==> config.mk <==
export PLATFORM = sky130hd
export DESIGN_NAME = icache
export DESIGN_NICKNAME = d
export VERILOG_FILES = /design/src/rtl/icache.sv
export SDC_FILE = /design/constraint.sdc
export NUM_CORES = 1
export LEC_CHECK = 0
export ABC_AREA = 1
export CORE_MARGIN = 1.5
export CORE_UTILIZATION = 43
export DETAILED_ROUTE_END_ITERATION = 7
export PLACE_DENSITY = 0.8
export SLEW_MARGIN = 20
export SYNTH_ARGS = -nofsm -noshare
export SYNTH_HDL_FRONTEND = slang
export SYNTH_SLANG_ARGS = --single-unit
==> constraint.sdc <==
create_clock -name clk -period 3.9 [get_ports clk]
set_clock_uncertainty 0.2 [all_clocks]
set_input_delay 0.39 -clock clk [delete_from_list [all_inputs] [get_ports clk]]
set_output_delay 0.39 -clock clk [all_outputs]
set_load 0.02 [all_outputs]
==> src/rtl/icache.sv <==
// Direct-mapped, one-word-per-line instruction cache between iFetch and the
// memory controller. Hits respond one cycle after acceptance; misses issue a
// registered word read and respond one cycle after mem_done.
// Optional feature macro: ICACHE_EN. When defined, the valid/tag/data arrays
// are built and hits are served. When undefined, every request misses and
// fills are discarded. The ports and timing are the same in both builds.
module icache #(
  parameter int unsigned INDEX_WIDTH = 6
) (
  input  logic        clk,
  input  logic        rst,
  input  logic        rdy,
  input  logic        clr,
  input  logic        if_valid,
  input  logic [31:0] if_pc,
  output logic        ic_ready,
  output logic        ic_valid,
  output logic [31:0] ic_inst,
  output logic [31:0] ic_pc,
  output logic        mem_req,
  output logic [31:0] mem_addr,
  input  logic        mem_done,
  input  logic [31:0] mem_data
);

  typedef enum logic [1:0] {
    S_IDLE  = 2'd0,
    S_MISS  = 2'd1,
    S_DRAIN = 2'd2
  } state_t;

  state_t      state_q, state_d;
  logic        ic_valid_q, ic_valid_d;
  logic [31:0] ic_inst_q, ic_inst_d;
  logic [31:0] ic_pc_q, ic_pc_d;
  logic        mem_req_q, mem_req_d;
  logic [31:0] mem_addr_q, mem_addr_d;
  logic [31:0] pc_q, pc_d;

  logic        hit;
  logic [31:0] hit_data;

`ifdef ICACHE_EN
  localparam int unsigned LINES = 1 << INDEX_WIDTH;
  localparam int unsigned TAG_W = 30 - INDEX_WIDTH;

  logic [LINES-1:0]       valid_q, valid_d;
  logic [TAG_W-1:0]       tag_q [LINES];
  logic [31:0]            data_q [LINES];
  logic [INDEX_WIDTH-1:0] req_idx, fill_idx;
  logic [TAG_W-1:0]       req_tag, fill_tag;
  logic                   fill_we;

  assign req_idx  = if_pc[INDEX_WIDTH+1:2];
  assign req_tag  = if_pc[31:INDEX_WIDTH+2];
  assign fill_idx = pc_q[INDEX_WIDTH+1:2];
  assign fill_tag = pc_q[31:INDEX_WIDTH+2];
  // A fill completes in MISS or DRAIN regardless of clr; the data is correct.
  assign fill_we  = rdy && mem_done && (state_q == S_MISS || state_q == S_DRAIN);
  assign hit      = valid_q[req_idx] && (tag_q[req_idx] == req_tag);
  assign hit_data = data_q[req_idx];

  // Valid bits: set by fills, never cleared except by reset.
  always_comb begin
    valid_d = valid_q;
    if (fill_we) valid_d[fill_idx] = 1'b1;
  end

  // Valid-bit register; the only part of the arrays that is reset.
  always_ff @(posedge clk or posedge rst) begin
    if (rst) valid_q <= '0;
    else     valid_q <= valid_d;
  end

  // Tag and data storage, written on fill only.
  always_ff @(posedge clk) begin
    if (fill_we) begin
      tag_q[fill_idx]  <= fill_tag;
      data_q[fill_idx] <= mem_data;
    end
  end
`else
  assign hit      = 1'b0;
  assign hit_data = '0;
`endif

  assign ic_ready = (state_q == S_IDLE);
  assign ic_valid = ic_valid_q;
  assign ic_inst  = ic_inst_q;
  assign ic_pc    = ic_pc_q;
  assign mem_req  = mem_req_q;
  assign mem_addr = mem_addr_q;

  // Next-state and response logic; rdy=0 freezes everything.
  always_comb begin
    state_d    = state_q;
    ic_valid_d = ic_valid_q;
    ic_inst_d  = ic_inst_q;
    ic_pc_d    = ic_pc_q;
    mem_req_d  = mem_req_q;
    mem_addr_d = mem_addr_q;
    pc_d       = pc_q;
    if (rdy) begin
      ic_valid_d = 1'b0;
      unique case (state_q)
        S_IDLE: begin
          if (if_valid && !clr) begin
            if (hit) begin
              ic_valid_d = 1'b1;
              ic_inst_d  = hit_data;
              ic_pc_d    = if_pc;
            end else begin
              pc_d       = if_pc;
              mem_req_d  = 1'b1;
              mem_addr_d = {if_pc[31:2], 2'b00};
              state_d    = S_MISS;
            end
          end
        end
        S_MISS: begin
          if (mem_done) begin
            mem_req_d = 1'b0;
            state_d   = S_IDLE;
            if (!clr) begin
              ic_valid_d = 1'b1;
              ic_inst_d  = mem_data;
              ic_pc_d    = pc_q;
            end
          end else if (clr) begin
            mem_req_d = 1'b0;
            state_d   = S_DRAIN;
          end
        end
        S_DRAIN: begin
          if (mem_done) state_d = S_IDLE;
        end
        default: state_d = S_IDLE;
      endcase
    end
  end

  // Control and response registers.
  always_ff @(posedge clk or posedge rst) begin
    if (rst) begin
      state_q    <= S_IDLE;
      ic_valid_q <= 1'b0;
      ic_inst_q  <= '0;
      ic_pc_q    <= '0;
      mem_req_q  <= 1'b0;
      mem_addr_q <= '0;
      pc_q       <= '0;
    end else begin
      state_q    <= state_d;
      ic_valid_q <= ic_valid_d;
      ic_inst_q  <= ic_inst_d;
      ic_pc_q    <= ic_pc_d;
      mem_req_q  <= mem_req_d;
      mem_addr_q <= mem_addr_d;
      pc_q       <= pc_d;
    end
  end

endmodule
==> key figures, run 1 <==
Setup path
  – Worst Setup End Kind: output pin
  – Worst-path fanout max: 6
  – Cells on worst reg2reg path: 5
  – Data arrival time of the critical path: 1.65 ns
  – Required @ worst endpoint: 3.31 ns
  – FF-to-FF setup slack: 1.86 ns
  – Startpoint class of the critical path: flip-flop
  – Worst setup path class: flip-flop to output pin
  – FF-to-FF Start: state_q[1]
  – Critical R2R Capture: pc_q[6]

Drt
  – DR WL/cell: 12.8 um
  – Routed wire length: 8950 um
  – Iteration-0 DRC Markers: 84
  – # DRC: 0
  – Vias per inst: 4.52
  – Initial DRT Pass Iterations: 4
  – Antenna viol nets, final: 0
  – Via count: 3,171

Cells and area
  – Multi-input logic area: 982 um^2
  – Non-Filler Instances: 701
  – NumNets Final: 638
  – Final instance area: 5780 um^2
  – Diode count: 0
  – Layout cells sized above 1: 4.37%
  – Layout area overhead: 40.8%
  – Register area: 2500 um^2
  – Filler Cells Inserted: 791

Clock tree
  – CTS buffer count: 9
  – CTS Root Buffer Type: clkbuf_8
  – CTS Buffer Depth: 2
  – H-tree depth: 3
  – Worst-path clk slew: 0.09 ns
  – Cts hold-fix bufs: 0
  – Post-CTS setup buffer count: 0
  – Clk_lat worst skew: 0.34 ns
  – TritonCTS clock tree: built
  – CTS Sinks: 100
  – # resized after CTS: 0

Yosys
  – Xor and xnor area share after synthesis: 0%
  – Synth Area in Compound Gates: 12.3%
  – Syn Area/Cell: 9.37 um^2
  – Main combinational cell family by area after synthesis: buffers and inverters
  – Post-Synth Adder-Cell Area: 0%
  – Simple-gate share of the synthesized area: 11.0%
  – Mux cell area share after synthesis: 0%
  – Seq cells post-synth: 100
  – Cells taking the most area after synthesis: dfrtp_1 61%, nand2_1 6.8%, o21ai_1 6.6%, inv_1 6.4%, buf_4 6.2%
  – YS warnings: 0
  – Sequential share of the synthesized area: 61.0%
  – Area share of the largest cell type after synthesis: 61.0%
  – Post-synthesis cell count: 438
  – Mapped Area: 4100 um^2
  – Area leader, netlist: dfrtp_1
  – Distinct cells, synth: 17

Timing
  – Final hold slack: 0.239 ns
  – FMAX: 447 MHz
  – Setup TNS: 0 ns
  – Final Hold Fails: 0
  – Unrepaired setup endpoints after global routing: no
  – Final worst path period share: 57.4%
  – Worst-Margin Slew: 0.607 ns
  – Max-slew headroom: 59.6%
  – Min cycle time layout: 2.24 ns
  – Final Setup Violations: 0
  – Post-route worst setup slack: 1.66 ns
  – Final Max Tran Viols: 0

Job
  – Max Cap Viol: 0

Run status
  – Outcome: complete, no violations

Die
  – Std-Cell Rows: 35
  – Die width: 101 um
  – Die area: 10,100 um^2
  – Core area: 9240 um^2
  – Initial core utilization: 44.4%
  – Die height: 101 um
  – Top-Level Pins: 169

Power and ir drop
  – Combinational share of power: 49.8%
  – Max IR drop VDD: 0.000386 V
  – Clk pwr share: 12.1%
  – Pwr dens: 824 nW/um^2
  – Int Pwr: 0.00291 W
  – Reg power frac: 38.1%
  – Net Sw Frac: 39.0%
  – Lkg Pwr: 2.81 nW
  – Net Sw Power: 0.00186 W

Global routing
  – Largest net degree at the start of global routing: 69
  – Initial antenna violation count: 0
  – First-pass GRT wire length: 14,500 um
  – Total gr overflow: 0
  – Vias in the first global route: 3,143
  – Gr usage total: 18.0%

Placement
  – IO buf count: 166
  – Dpl cells: 686
  – Post-place instance area: 5610 um^2
  – HPWL after DPL: 6570 um
  – Setup slack at placement: 1.48 ns
  – GPL Wtd Cong: 0.784

Worst hold path
  – Hold crit path type: primary input to async pin
## metal layers
layer  wire [um]  track usage [%]  vias to the layer above
li1            -                -                     1570
met1        3680             21.3                     1476
met2        4360             30.4                      105
met3         702             5.69                       20
met4         206             7.37                        0
met5           0                0                        -
## per-stage QoR
stage	utilization [%]	power, W
CTS	62.5	0.00482
finish	62.5	0.00476
detailed placement	60.7	0.00423
global route	62.5	0.00507
floorplan	-	0.00320
global placement	60.7	0.00416
## cells in the final DEF (no fill, tap or decap)
cell             instances
clkinvlp_4               1
a21oi_1                 31
a21oi_2                  1
clkinv_2                 2
nand3_1                  1
inv_4                    1
nor3_1                   1
clkbuf_1                 1
clkdlybuf4s50_1        166
buf_4                    5
o21ai_0                 14
nand4_4                  2
nand2_1                 74
nor2_2                   2
dfrtp_1                100
clkinv_4                 1
nor2_1                  34
conb_1                   2
clkbuf_8                10
o21ai_1                 54
inv_1                   69
## kinds of logic (layout without fill, tap and decap cells)
family | Yosys count | in the layout
AO/OA/AOI/OAI | 100 | 100
buffers and inverters | 123 | 256
flip-flops | 100 | 100
other | 1 | 2
AND/OR/NAND/NOR | 114 | 114
## state kept, by name, indices dropped and copies added (netlist names)
register / flops
state_q: 2
ic_inst: 32
ic_pc: 32
mem_req: 1
pc_q: 32
ic_valid: 1
## worst max-delay path: stages, from the launching register on
cell and delay [ns]:
dfrtp_1 0.45, nor2_2 0.21, clkdlybuf4s50_1 0.65
## power by group through the flow
stage	combinational, W	sequential, W	clock, W
2_1_floorplan	0.000989	0.00221	0
3_3_place_gp	0.00235	0.00181	0
3_5_place_dp	0.00240	0.00183	0
4_1_cts	0.00240	0.00182	0.000595
5_1_grt	0.00256	0.00187	0.000637
6_report	0.00237	0.00181	0.000576
## cell usage after synthesis
cell	instances
dfrtp_1	100
nand2_1	74
inv_1	70
o21ai_1	54
buf_4	34
nor2_1	34
a21oi_1	31
o21ai_0	14
buf_2	11
buf_6	5
clkbuf_1	3
nand4_2	2
nor2_2	2
a21oi_2	1
conb_1	1
nand3_1	1
nor3_1	1
## final cells by class
class	count	area share (%)
flip-flops and latches	100	43.3
repair buffers	171	29.4
inverters	70	4.59
clock inverters	4	0.455
clock buffers	11	2.45
well taps	129	2.79
multi-input cells	216	17.0
## how the worst max path moves through the flow
stage / startpoint / to / depth (start not counted) / slack, ns
after floorplan: rst / ic_inst[0] / 1 / 0.69
after global placement: rdy / pc_q[3] / 5 / 1.51
after detailed placement: rdy / pc_q[7] / 5 / 1.48
after CTS: state_q[1] / ic_ready / 2 / 1.64
after global routing: state_q[1] / ic_ready / 2 / 1.57
final: state_q[1] / ic_ready / 2 / 1.66
No activity file was read; power rests on OpenSTA's default activity.
==> run 2: changes to the inputs <==
clock period = 2.3 ns   (was 3.9 ns; I/O delays follow)
==> run 2 against run 1 <==
Net effect: routed wire length increased by 0.48%; final area increased by 1.3%; sequential cell count unchanged; clock power increased by 77%; highest routed layer unchanged; critical path type unchanged; non-clock buffer count unchanged; critical endpoint unchanged; clock-buffer cell count increased by 1.
==> key figures, run 2 (synthesized netlist as in run 1, its figures left out) <==
Run status
  – Outcome: complete, no violations

Setup path
  – Worst-path fanout max: 6 (unchanged)
  – Worst setup path class: flip-flop to output pin
  – Worst path cell trace: nor2_2 -> clkdlybuf4s50_1
  – Worst Setup End Kind: output pin
  – Data arrival time of the critical path: 1.67 ns (+0.02 ns)
  – Startpoint class of the critical path: flip-flop
  – Required @ worst endpoint: 1.87 ns (-1.44 ns)
  – Max incr delay on CP: 0.65 ns (about the same)
  – Slowest CP cell: clkdlybuf4s50_1

Clock tree
  – CTS Root Buffer Type: clkbuf_8
  – # resized after CTS: 0 (unchanged)
  – Post-CTS setup buffer count: 0 (unchanged)
  – Cts hold-fix bufs: 0 (unchanged)
  – CTS Sinks: 100 (unchanged)
  – CTS buffer count: 9 (unchanged)
  – TritonCTS clock tree: built
  – Clk_lat worst skew: 0.35 ns (about the same)
  – H-tree depth: 3 (unchanged)
  – Worst-path clk slew: 0.10 ns (about the same)
  – CTS Buffer Depth: 2 (unchanged)

Die
  – Core area: 9240 um^2 (unchanged)
  – Top-Level Pins: 169 (unchanged)
  – Std-Cell Rows: 35 (unchanged)
  – Die area: 10,100 um^2 (unchanged)
  – Initial core utilization: 44.4% (unchanged)
  – Die width: 101 um (unchanged)
  – Die height: 101 um (unchanged)

Power and ir drop
  – Max IR drop VDD: 0.000731 V (+89%)
  – Lkg Pwr: 2.83 nW (+0.69%)
  – Overall power: 0.00814 W (+71%)
  – Pwr dens: 1390 nW/um^2 (+69%)

Global routing
  – First-pass GRT wire length: 14,700 um (+1.5%)
  – Gr usage total: 18.5% (+0.51 points)
  – Total gr overflow: 0 (unchanged)
  – Initial antenna violation count: 0 (unchanged)
  – Vias in the first global route: 3,063 (-2.5%)
  – Largest net degree at the start of global routing: 67 (-2.9%)

Placement
  – Post-place instance area: 5670 um^2 (+1.1%)
  – HPWL after DPL: 6660 um (+1.4%)
  – IO buf count: 166 (unchanged)
  – GPL Wtd Cong: 0.788 (+0.56%)
  – Setup slack at placement: 0.271 ns (-1.20 ns)

Drt
  – DRT met1 WL: 3700 um (+0.43%)
  – Met2 wire len: 4400 um (+0.85%)
  – Max Used Layer: met4
  – # DRC: 0 (unchanged)
  – Via count: 3,136 (-1.1%)
  – Vias per inst: 4.47 (-1.1%)
  – Iteration-0 DRC Markers: 96 (+14%)
  – DR WL/cell: 12.8 um (+0.48%)
  – Antenna viol nets, final: 0 (unchanged)
  – Length of routed met3 wiring: 749 um (+6.7%)
  – Routed wire length: 8990 um (+0.48%)
  – Initial DRT Pass Iterations: 4 (unchanged)

Timing
  – Worst-Margin Slew: 0.555 ns (-0.0517 ns)
  – Post-route worst setup slack: 0.199 ns (-1.46 ns)
  – Unrepaired setup endpoints after global routing: no
  – Final Max Tran Viols: 0 (unchanged)
  – FMAX: 476 MHz
  – Final hold slack: 0.0674 ns (-0.172 ns)
  – Final worst path period share: 91.3%
  – Max-slew headroom: 62.9% (+3.4 points)
  – Final Setup Violations: 0 (unchanged)
  – Setup TNS: 0 ns (unchanged)
  – Min cycle time layout: 2.10 ns
  – Final Hold Fails: 0 (unchanged)

Cells and area
  – Layout cells sized above 1: 4.37% (unchanged)
  – Final instance area: 5850 um^2 (+1.3%)
  – Commonest non-fill, non-tap cell in the layout: clkdlybuf4s50_1
  – Filler Cells Inserted: 769 (-2.8%)
  – Diode count: 0 (unchanged)
  – Layout area overhead: 42.6%
  – NumNets Final: 638 (unchanged)
  – Commonest non-fill, non-tap cells in the layout: 166 x clkdlybuf4s50_1, 100 x dfrtp_1, 74 x nand2_1, 69 x inv_1, 54 x o21ai_1

Job
  – Max Cap Viol: 0 (unchanged)

Worst hold path
  – Hold crit path type: primary input to async pin
==> run 2: changes by cell type in the layout (fill, tap and decap cells not counted), sizes merged <==
cell      before  now
inv           70   69
clkinv         3    0
clkbuf        11   12
clkinvlp       1    4
==> run 2: final cells by class <==
| cell class | count | area, um^2 | area share, % |
|---|---|---|---|
| inverters | 70 | 267 | 4.55 |
| clock buffers | 12 | 155 | 2.65 |
| well taps | 129 | 161 | 2.76 |
| repair buffers | 171 | 1760 | 30.1 |
| flip-flops and latches | 100 | 2500 | 42.8 |
| multi-input cells | 216 | 982 | 16.8 |
| clock inverters | 3 | 22.5 | 0.385 |
==> run 2: path summary, 6_finish.rpt <==
path	depth (start not counted)	slack, ns	end	from
min in group clk	3	0.22	ic_inst[0]	mem_data[0]
max	2	0.20	ic_ready	state_q[1]
min	2	0.07	ic_inst[4]	rst
min reg2reg	2	0.29	ic_inst[20]	ic_inst[20]
max in group asynchronous	3	1.22	ic_pc[17]	rst
max reg2reg	5	0.51	ic_pc[25]	state_q[1]
==> run 2: through the flow <==
stage	util, %	instances
after floorplan	-	439
after global routing	63.3	701
after CTS	63.3	701
after global placement	61.4	686
after detailed placement	61.4	686
final	63.3	701
==> run 2: layer usage <==
layer	vias up	global-route usage, %
met4	0	7.58
met3	11	5.96
met1	1444	22.8
met5	-	0
met2	104	30.1
li1	1577	-
==> run 2: worst max-delay path: cells and delay by family, from the launching register on <==
kind,cells,cell delay (ns)
flops,1,0.45
simple gates,1,0.23
buf+inv,1,0.65
==> run 2: power by group <==
group          leakage (nW)  internal, W  switching, W
combinational          1.55      0.00192       0.00212
sequential             1.20      0.00261      0.000469
clock                0.0807     0.000448      0.000568
